$ cat src/rtl/esp32_rom_loader.sv
// rtl/esp32_rom_loader.sv - ESP32 SPI byte writes to SDRAM word writes plus game configuration
module esp32_rom_loader #(
   parameter int FIFO_DEPTH = 8,
   parameter int WAIT_MIN   = 2
) (
   input  logic        clk,
   input  logic        reset,
   input  logic        spi_wr,
   input  logic [31:0] spi_addr,
   input  logic [7:0]  spi_data,
   input  logic        ram_busy,
   output logic        ram_wr,
   output logic [24:0] ram_addr,
   output logic [15:0] ram_din,
   output logic        load_done,
   output logic [7:0]  rom_type,
   output logic [23:0] rom_mask,
   output logic [23:0] ram_mask,
   output logic        overflow
);
   localparam int AW = $clog2(FIFO_DEPTH);
   localparam int CW = $clog2(WAIT_MIN + 1);

   typedef enum logic [1:0] {IDLE, LOAD, DRAIN, DONE} ctrl_state_t;
   typedef enum logic {WIDLE, WAIT} wr_state_t;

   ctrl_state_t   cstate, cnext;
   wr_state_t     wstate, wnext;

   logic          spi_wr_q, spi_wr_qq, ev;
   logic          rom_sel, even_wr, push, push_ok, pop;
   logic          start_ev, finish_ev, cfg_type, cfg_ram, latch_mask;
   logic          active, fifo_empty, fifo_full;
   logic [38:0]   fifo_mem [FIFO_DEPTH];
   logic [38:0]   head;
   logic [AW-1:0] wr_ptr, rd_ptr;
   logic [AW:0]   count;
   logic [CW-1:0] wcnt;
   logic [7:0]    lo_byte;
   logic [23:0]   hi_addr, smear, rom_mask_new, ram_mask_new;
   logic [31:0]   ram_shift;

   assign ev         = spi_wr_q & ~spi_wr_qq;
   assign rom_sel    = ev && (spi_addr[31:24] == 8'h00) && (cstate == LOAD);
   assign even_wr    = rom_sel && !spi_addr[0];
   assign push       = rom_sel && spi_addr[0];
   assign cfg_type   = ev && (spi_addr == 32'hFE00_0000);
   assign cfg_ram    = ev && (spi_addr == 32'hFE00_0001);
   assign start_ev   = ev && (spi_addr == 32'hFE00_0002);
   assign finish_ev  = ev && (spi_addr == 32'hFE00_0003);
   assign active     = (cstate == LOAD) || (cstate == DRAIN);
   assign fifo_empty = (count == '0);
   assign fifo_full  = (count == (AW+1)'(FIFO_DEPTH));
   assign push_ok    = push && (!fifo_full || pop);
   assign head       = fifo_mem[rd_ptr];
   assign load_done  = (cstate == DONE);

   // Two-stage history of spi_wr; ev is high for the cycle after each rising edge
   always_ff @(posedge clk or posedge reset) begin
      if (reset) begin
         spi_wr_q  <= 1'b0;
         spi_wr_qq <= 1'b0;
      end else begin
         spi_wr_q  <= spi_wr;
         spi_wr_qq <= spi_wr_q;
      end
   end

   // Control and write state registers
   always_ff @(posedge clk or posedge reset) begin
      if (reset) begin
         cstate <= IDLE;
         wstate <= WIDLE;
      end else begin
         cstate <= cnext;
         wstate <= wnext;
      end
   end

   // Control FSM: start always wins; DRAIN finishes once the FIFO and the write FSM are idle
   always_comb begin
      cnext      = cstate;
      latch_mask = 1'b0;
      if (start_ev) begin
         cnext = LOAD;
      end else begin
         case (cstate)
            LOAD:    if (finish_ev) cnext = DRAIN;
            DRAIN:   if (fifo_empty && (wstate == WIDLE)) begin
                        cnext      = DONE;
                        latch_mask = 1'b1;
                     end
            default: cnext = cstate;
         endcase
      end
   end

   // Write FSM: issue one word when idle and not busy, then hold off WAIT_MIN cycles and until busy drops
   always_comb begin
      wnext = wstate;
      pop   = 1'b0;
      case (wstate)
         WIDLE:   if (active && !fifo_empty && !ram_busy && !start_ev) begin
                     pop   = 1'b1;
                     wnext = WAIT;
                  end
         WAIT:    if ((wcnt >= CW'(WAIT_MIN - 1)) && !ram_busy) wnext = WIDLE;
         default: wnext = WIDLE;
      endcase
   end

   // Registered write strobe and held address/data; WAIT cycle counter
   always_ff @(posedge clk or posedge reset) begin
      if (reset) begin
         ram_wr   <= 1'b0;
         ram_addr <= '0;
         ram_din  <= '0;
         wcnt     <= '0;
      end else begin
         ram_wr <= pop;
         if (pop) begin
            ram_addr <= {1'b0, head[38:16], 1'b0};
            ram_din  <= head[15:0];
         end
         if (wstate == WIDLE) wcnt <= '0;
         else if (wcnt < CW'(WAIT_MIN - 1)) wcnt <= wcnt + CW'(1);
      end
   end

   // FIFO storage; entries are {word address, odd byte, even byte}
   always_ff @(posedge clk) begin
      if (push_ok) fifo_mem[wr_ptr] <= {spi_addr[23:1], spi_data, lo_byte};
   end

   // FIFO pointers and occupancy; start flushes everything queued
   always_ff @(posedge clk or posedge reset) begin
      if (reset) begin
         wr_ptr <= '0;
         rd_ptr <= '0;
         count  <= '0;
      end else if (start_ev) begin
         wr_ptr <= '0;
         rd_ptr <= '0;
         count  <= '0;
      end else begin
         if (push_ok) wr_ptr <= wr_ptr + AW'(1);
         if (pop)     rd_ptr <= rd_ptr + AW'(1);
         case ({push_ok, pop})
            2'b10:   count <= count + (AW+1)'(1);
            2'b01:   count <= count - (AW+1)'(1);
            default: count <= count;
         endcase
      end
   end

   // BSRAM mask from size code, and ROM mask as the bit-smear of the highest byte address
   always_comb begin
      ram_shift    = (32'h400 << spi_data[3:0]) - 32'd1;
      ram_mask_new = (spi_data[3:0] == 4'd0)   ? 24'h0 :
                     (ram_shift > 32'hFF_FFFF) ? 24'hFF_FFFF : ram_shift[23:0];
      smear        = hi_addr;
      smear        = smear | (smear >> 1);
      smear        = smear | (smear >> 2);
      smear        = smear | (smear >> 4);
      smear        = smear | (smear >> 8);
      smear        = smear | (smear >> 16);
      rom_mask_new = smear | 24'h00_7FFF;
   end

   // Configuration registers, pending even byte, highest address seen and sticky overflow
   always_ff @(posedge clk or posedge reset) begin
      if (reset) begin
         rom_type <= '0;
         ram_mask <= '0;
         rom_mask <= '0;
         lo_byte  <= '0;
         hi_addr  <= '0;
         overflow <= 1'b0;
      end else begin
         if (cfg_type)   rom_type <= spi_data;
         if (cfg_ram)    ram_mask <= ram_mask_new;
         if (even_wr)    lo_byte  <= spi_data;
         if (latch_mask) rom_mask <= rom_mask_new;
         if (start_ev) begin
            hi_addr  <= '0;
            overflow <= 1'b0;
         end else begin
            if (push && (spi_addr[23:0] > hi_addr)) hi_addr <= spi_addr[23:0];
            if (push && fifo_full && !pop)          overflow <= 1'b1;
         end
      end
   end
endmodule

$ cat config.mk
export PLATFORM = sky130hd
export DESIGN_NAME = esp32_rom_loader
export DESIGN_NICKNAME = d
export VERILOG_FILES = /design/src/rtl/esp32_rom_loader.sv
export SDC_FILE = /design/constraint.sdc
export NUM_CORES = 1
export LEC_CHECK = 0
export BUFFER_PORTS_ARGS = -buffer_cell sky130_fd_sc_hd__buf_4
export CORE_MARGIN = 1
export CORE_UTILIZATION = 50
export CTS_CLUSTER_DIAMETER = 40
export CTS_CLUSTER_SIZE = 25
export DETAILED_ROUTE_END_ITERATION = 10
export PLACE_DENSITY = 0.77
export SLEW_MARGIN = 10
export SYNTH_ARGS = -nofsm -noshare
export SYNTH_HDL_FRONTEND = slang
export SYNTH_SLANG_ARGS = --single-unit
$ cat constraint.sdc
create_clock -name clk -period 12.8 [get_ports clk]
set_input_delay 1.28 -clock clk [delete_from_list [all_inputs] [get_ports clk]]
set_output_delay 1.28 -clock clk [all_outputs]
set_load 0.05 [all_outputs]
==> summary.md <==
| Metric | Value |
|---|---|
| Reported net switching power | `1.44 mW` |
| Overall routing resource usage | `0.219` |
| Final Worst Setup Slack | `8.24 ns` |
| Latest clock arrival within the worst-skew pair | `0.56 ns` |
| Sum of negative setup slack | `0 ns` |
| Hold Crit Class | `reg2reg` |
| Leakage power | `7.72 nW` |
| Count of non-filler cells in the finished layout | `1,716` |
| Final worst-path cycle share | `0.356` |
| Routed wire per std cell | `22.2 um` |
| Reg-to-reg startpoint | `spi_wr_qq` |
| Total power | `4.30 mW` |
| Data required time of the worst path | `13.25 ns` |
| Cell-internal power | `2.86 mW` |
| Final ANT Viol Nets | `0` |
| CTS tree | `done` |
| Initial antenna violation count | `0` |
| First-pass iteration count of the detailed router | `5` |
| Setup slack, reg-to-reg | `8.92 ns` |
| Predominant post-synthesis flop cell | `sky130_fd_sc_hd__edfxtp_1` |
| Total number of yosys warnings | `0` |
| Start point of the worst min-delay path | `spi_wr_q` |
| Outcome | `completed` |
| DIE WIDTH | `191 um` |
| FF+latch area | `0.0125 sq mm` |
| Root Driver | `sky130_fd_sc_hd__clkbuf_16` |
| Post-cts resize count | `0` |
| Fillers | `2,519` |
| Max H-tree Level | `2` |
| Area inside the core boundary | `0.0348 sq mm` |
| Netlist cell types | `59` |
| CP Class | `in2reg` |
| Flip-flop and latch count after synthesis | `435` |
| Count of flip-flops with a built-in enable after synthesis | `312` |
| Total overflow reported by the global router | `0` |
| Die Span Y | `191 um` |
| Total Wirelength | `38,200 um` |
| Maximum number of pins on one net before global-route repair | `82` |
| Setup repair after global routing missed its margin | `no` |
| Via-per-instance ratio | `5.73` |
| Share of total power in combinational logic | `0.249` |
| Global-route wire length before repair | `59,600 um` |
| Final setup viols | `0` |
| Clock network power share | `0.344` |
| Area growth from synthesis to final layout | `17.8%` |
| Number of antenna diodes | `0` |
| Proportion of layout cells with a drive suffix above 1 | `0.297` |
| Number of buffers on the longest clock path | `3` |
| Clock period minus final worst setup slack | `4.56 ns` |
| # clock sinks | `435` |
| Top achievable clock speed | `0.219 GHz` |
| Endpoint of the most critical register-to-register path | `count[3]` |
| Routability-driven placement congestion ratio | `0.797` |
| Gate Count Post-Synth | `1,082` |
| WHS Path Cells | `0` |
| Number of nets in the final layout | `1,295` |
| Cell area power density | `205 mW/mm^2` |
| HPWL after detailed placement | `21,600 um` |
| Pre-CTS setup slack | `7.70 ns` |
| Ports | `144` |
| WP data arrival | `5.01 ns` |
| Part of the Yosys area used for sequential elements | `0.700` |
| Layout Utilization | `0.602` |
| Footprint of the multi-input gates | `0.00485 sq mm` |
| Relative contribution of sequential cells to total power | `0.407` |
| Cell count after placement | `1,618` |
| Worst-Margin Slew | `1.20 ns` |
| Port-buffer cells | `141` |
| Number of buffers inserted during clock tree synthesis | `52` |
| Clock Skew | `0.0169 ns` |
| Share of synthesized registers carrying an async set or reset | `0.283` |
| CP startpoint kind | `input pin` |
| Number of global-route vias before repair | `10,200` |
| Final number of max-transition violations | `0` |
| CP Max Fanout | `81` |
| Switching part of the total | `0.334` |
| Avg Synthesized Cell Area | `16.4 sq um` |
| Vias after detailed routing | `9,829` |
| Setup fix buffers added after clock tree synthesis | `0` |
| Start point of the critical path | `spi_addr[9]` |
| End point of the worst hold path | `spi_wr_qq` |
| Cell row count | `68` |
| Max-slew headroom | `0.199` |
| Number of hold buffers added after cts | `0` |
| Mapped cell area | `0.0178 sq mm` |
| Final-report hold violation count | `0` |
| Worst-case vdd ir drop | `0.000129 V` |
| Effective utilization at floorplan | `0.511` |
| Die Area | `0.0363 sq mm` |
| Clock transition at the registers of the reported paths | `0.06 ns` |
| Type of element capturing the critical path | `flip-flop` |
| Max-cap violations | `0` |
| R2R cell count | `12` |
| Initial drt markers | `790` |
| DRC Markers | `0` |
==> sequential cells by signal (all words and copies together) (netlist names) <==
name	flops
ram_addr	23
rd_ptr	3
wstate	1
cstate	2
hi_addr	24
fifo_mem	312
spi_wr_qq	1
ram_mask	15
overflow	1
wcnt	2
wr_ptr	3
ram_wr	1
spi_wr_q	1
count	4
rom_mask	10
lo_byte	8
rom_type	8
ram_din	16
==> critical path: stages <==
cell,delay [ns]
sky130_fd_sc_hd__buf_4,0.15
sky130_fd_sc_hd__or4_4,0.57
sky130_fd_sc_hd__nor4_4,0.38
sky130_fd_sc_hd__nand4_4,0.22
sky130_fd_sc_hd__o21ai_4,0.16
sky130_fd_sc_hd__buf_4,0.70
sky130_fd_sc_hd__nor2_1,0.23
sky130_fd_sc_hd__ha_1,0.34
sky130_fd_sc_hd__a21o_1,0.18
sky130_fd_sc_hd__a21oi_1,0.23
sky130_fd_sc_hd__nor3_1,0.07
sky130_fd_sc_hd__or3_1,0.33
sky130_fd_sc_hd__and3_1,0.18
==> kinds of logic after synthesis <==
kind of cell	share of synthesized area
adder cells (fa/ha/maj)	0.0243
multiplexers	0.138
buffers and inverters	0.0312
flip-flops	0.700
AND/OR/NAND/NOR	0.0611
AO/OA/AOI/OAI	0.0426
other	0.000211
XOR/XNOR	0.00296
==> synthesized netlist by cell type (all sizes together), types with 2 or more instances <==
master  instances  share of area
mux2           22          0.014
nor4           10         0.0047
clkbuf         22         0.0046
a41oi           3         0.0015
a41o            2         0.0011
dfrtp         123           0.17
a22o            2        0.00099
mux4           78          0.099
nor4b           3         0.0015
nor3           11         0.0044
nor2b           2        0.00070
o21ai          79          0.023
inv            35         0.0074
and3            6         0.0021
nor3b           2        0.00084
ha             33          0.023
a31oi           7         0.0025
a21o            2        0.00084
nand2         104          0.022
or4             3         0.0017
edfxtp        312           0.53
nor2           40         0.0084
mux2i          44          0.025
nand2b          9         0.0032
nand4          12         0.0051
nand3          11         0.0034
xor2            5         0.0025
a21oi          28         0.0087
a22oi           3         0.0013
buf            53          0.019
==> worst max-delay path by stage <==
| stage | endpoint | depth (start not counted) |
|---|---|---|
| finish | count[3] | 13 |
| global route | count[3] | 13 |
| CTS | count[3] | 13 |
| detailed placement | count[3] | 13 |
| global placement | count[3] | 13 |
| floorplan | fifo_mem[0][0] | 5 |
==> cell usage in the layout, fill, tap and decap left out, drive strengths merged, types with 5 or more instances in the layout <==
cell type	instances
nand3	11
dfrtp	123
edfxtp	312
mux4	78
inv	61
a31oi	7
clkbuf	56
o21ai	79
nand2b	9
nor2	40
nand2	104
ha	33
mux2i	44
nor3	11
clkinv	12
buf	155
a21oi	28
and3	6
nor4	10
mux2	22
xor2	5
nand4	12
==> power groups by stage <==
stage	logic, mW	registers (mW)	clock network [mW]
2_1_floorplan	0.678	1.89	0
3_3_place_gp	1.07	1.78	0
3_5_place_dp	1.08	1.78	0
4_1_cts	1.08	1.75	1.50
5_1_grt	1.14	1.77	1.56
6_report	1.07	1.75	1.48
==> per-layer routing <==
metal / global-route usage / wire length [um] / vias to the layer above
met1: 0.301 / 15900 / 4994
met5: 0 / 0 / -
met4: 0.0760 / 1020 / 0
met2: 0.353 / 18500 / 362
met3: 0.0401 / 2670 / 66
li1: - / - / 4407
==> area by class of cell <==
class                      count  area share
timing repair buffer         155      0.0555
tap                          455      0.0272
clock inverter                42      0.0205
sequential                   435       0.594
inverter                      35     0.00651
multi-input combinational    538       0.232
clock buffer                  56      0.0643
==> per-stage QoR <==
| step | instance area, sq um | hold slack (ns) |
|---|---|---|
| floorplan | 17800 | 0.346 |
| global placement | 19200 | 0.370 |
| detailed placement | 19200 | 0.366 |
| CTS | 21000 | 0.380 |
| global route | 21000 | 0.389 |
| finish | 21000 | 0.378 |
Note: power is estimated with default switching activity, not from simulation.
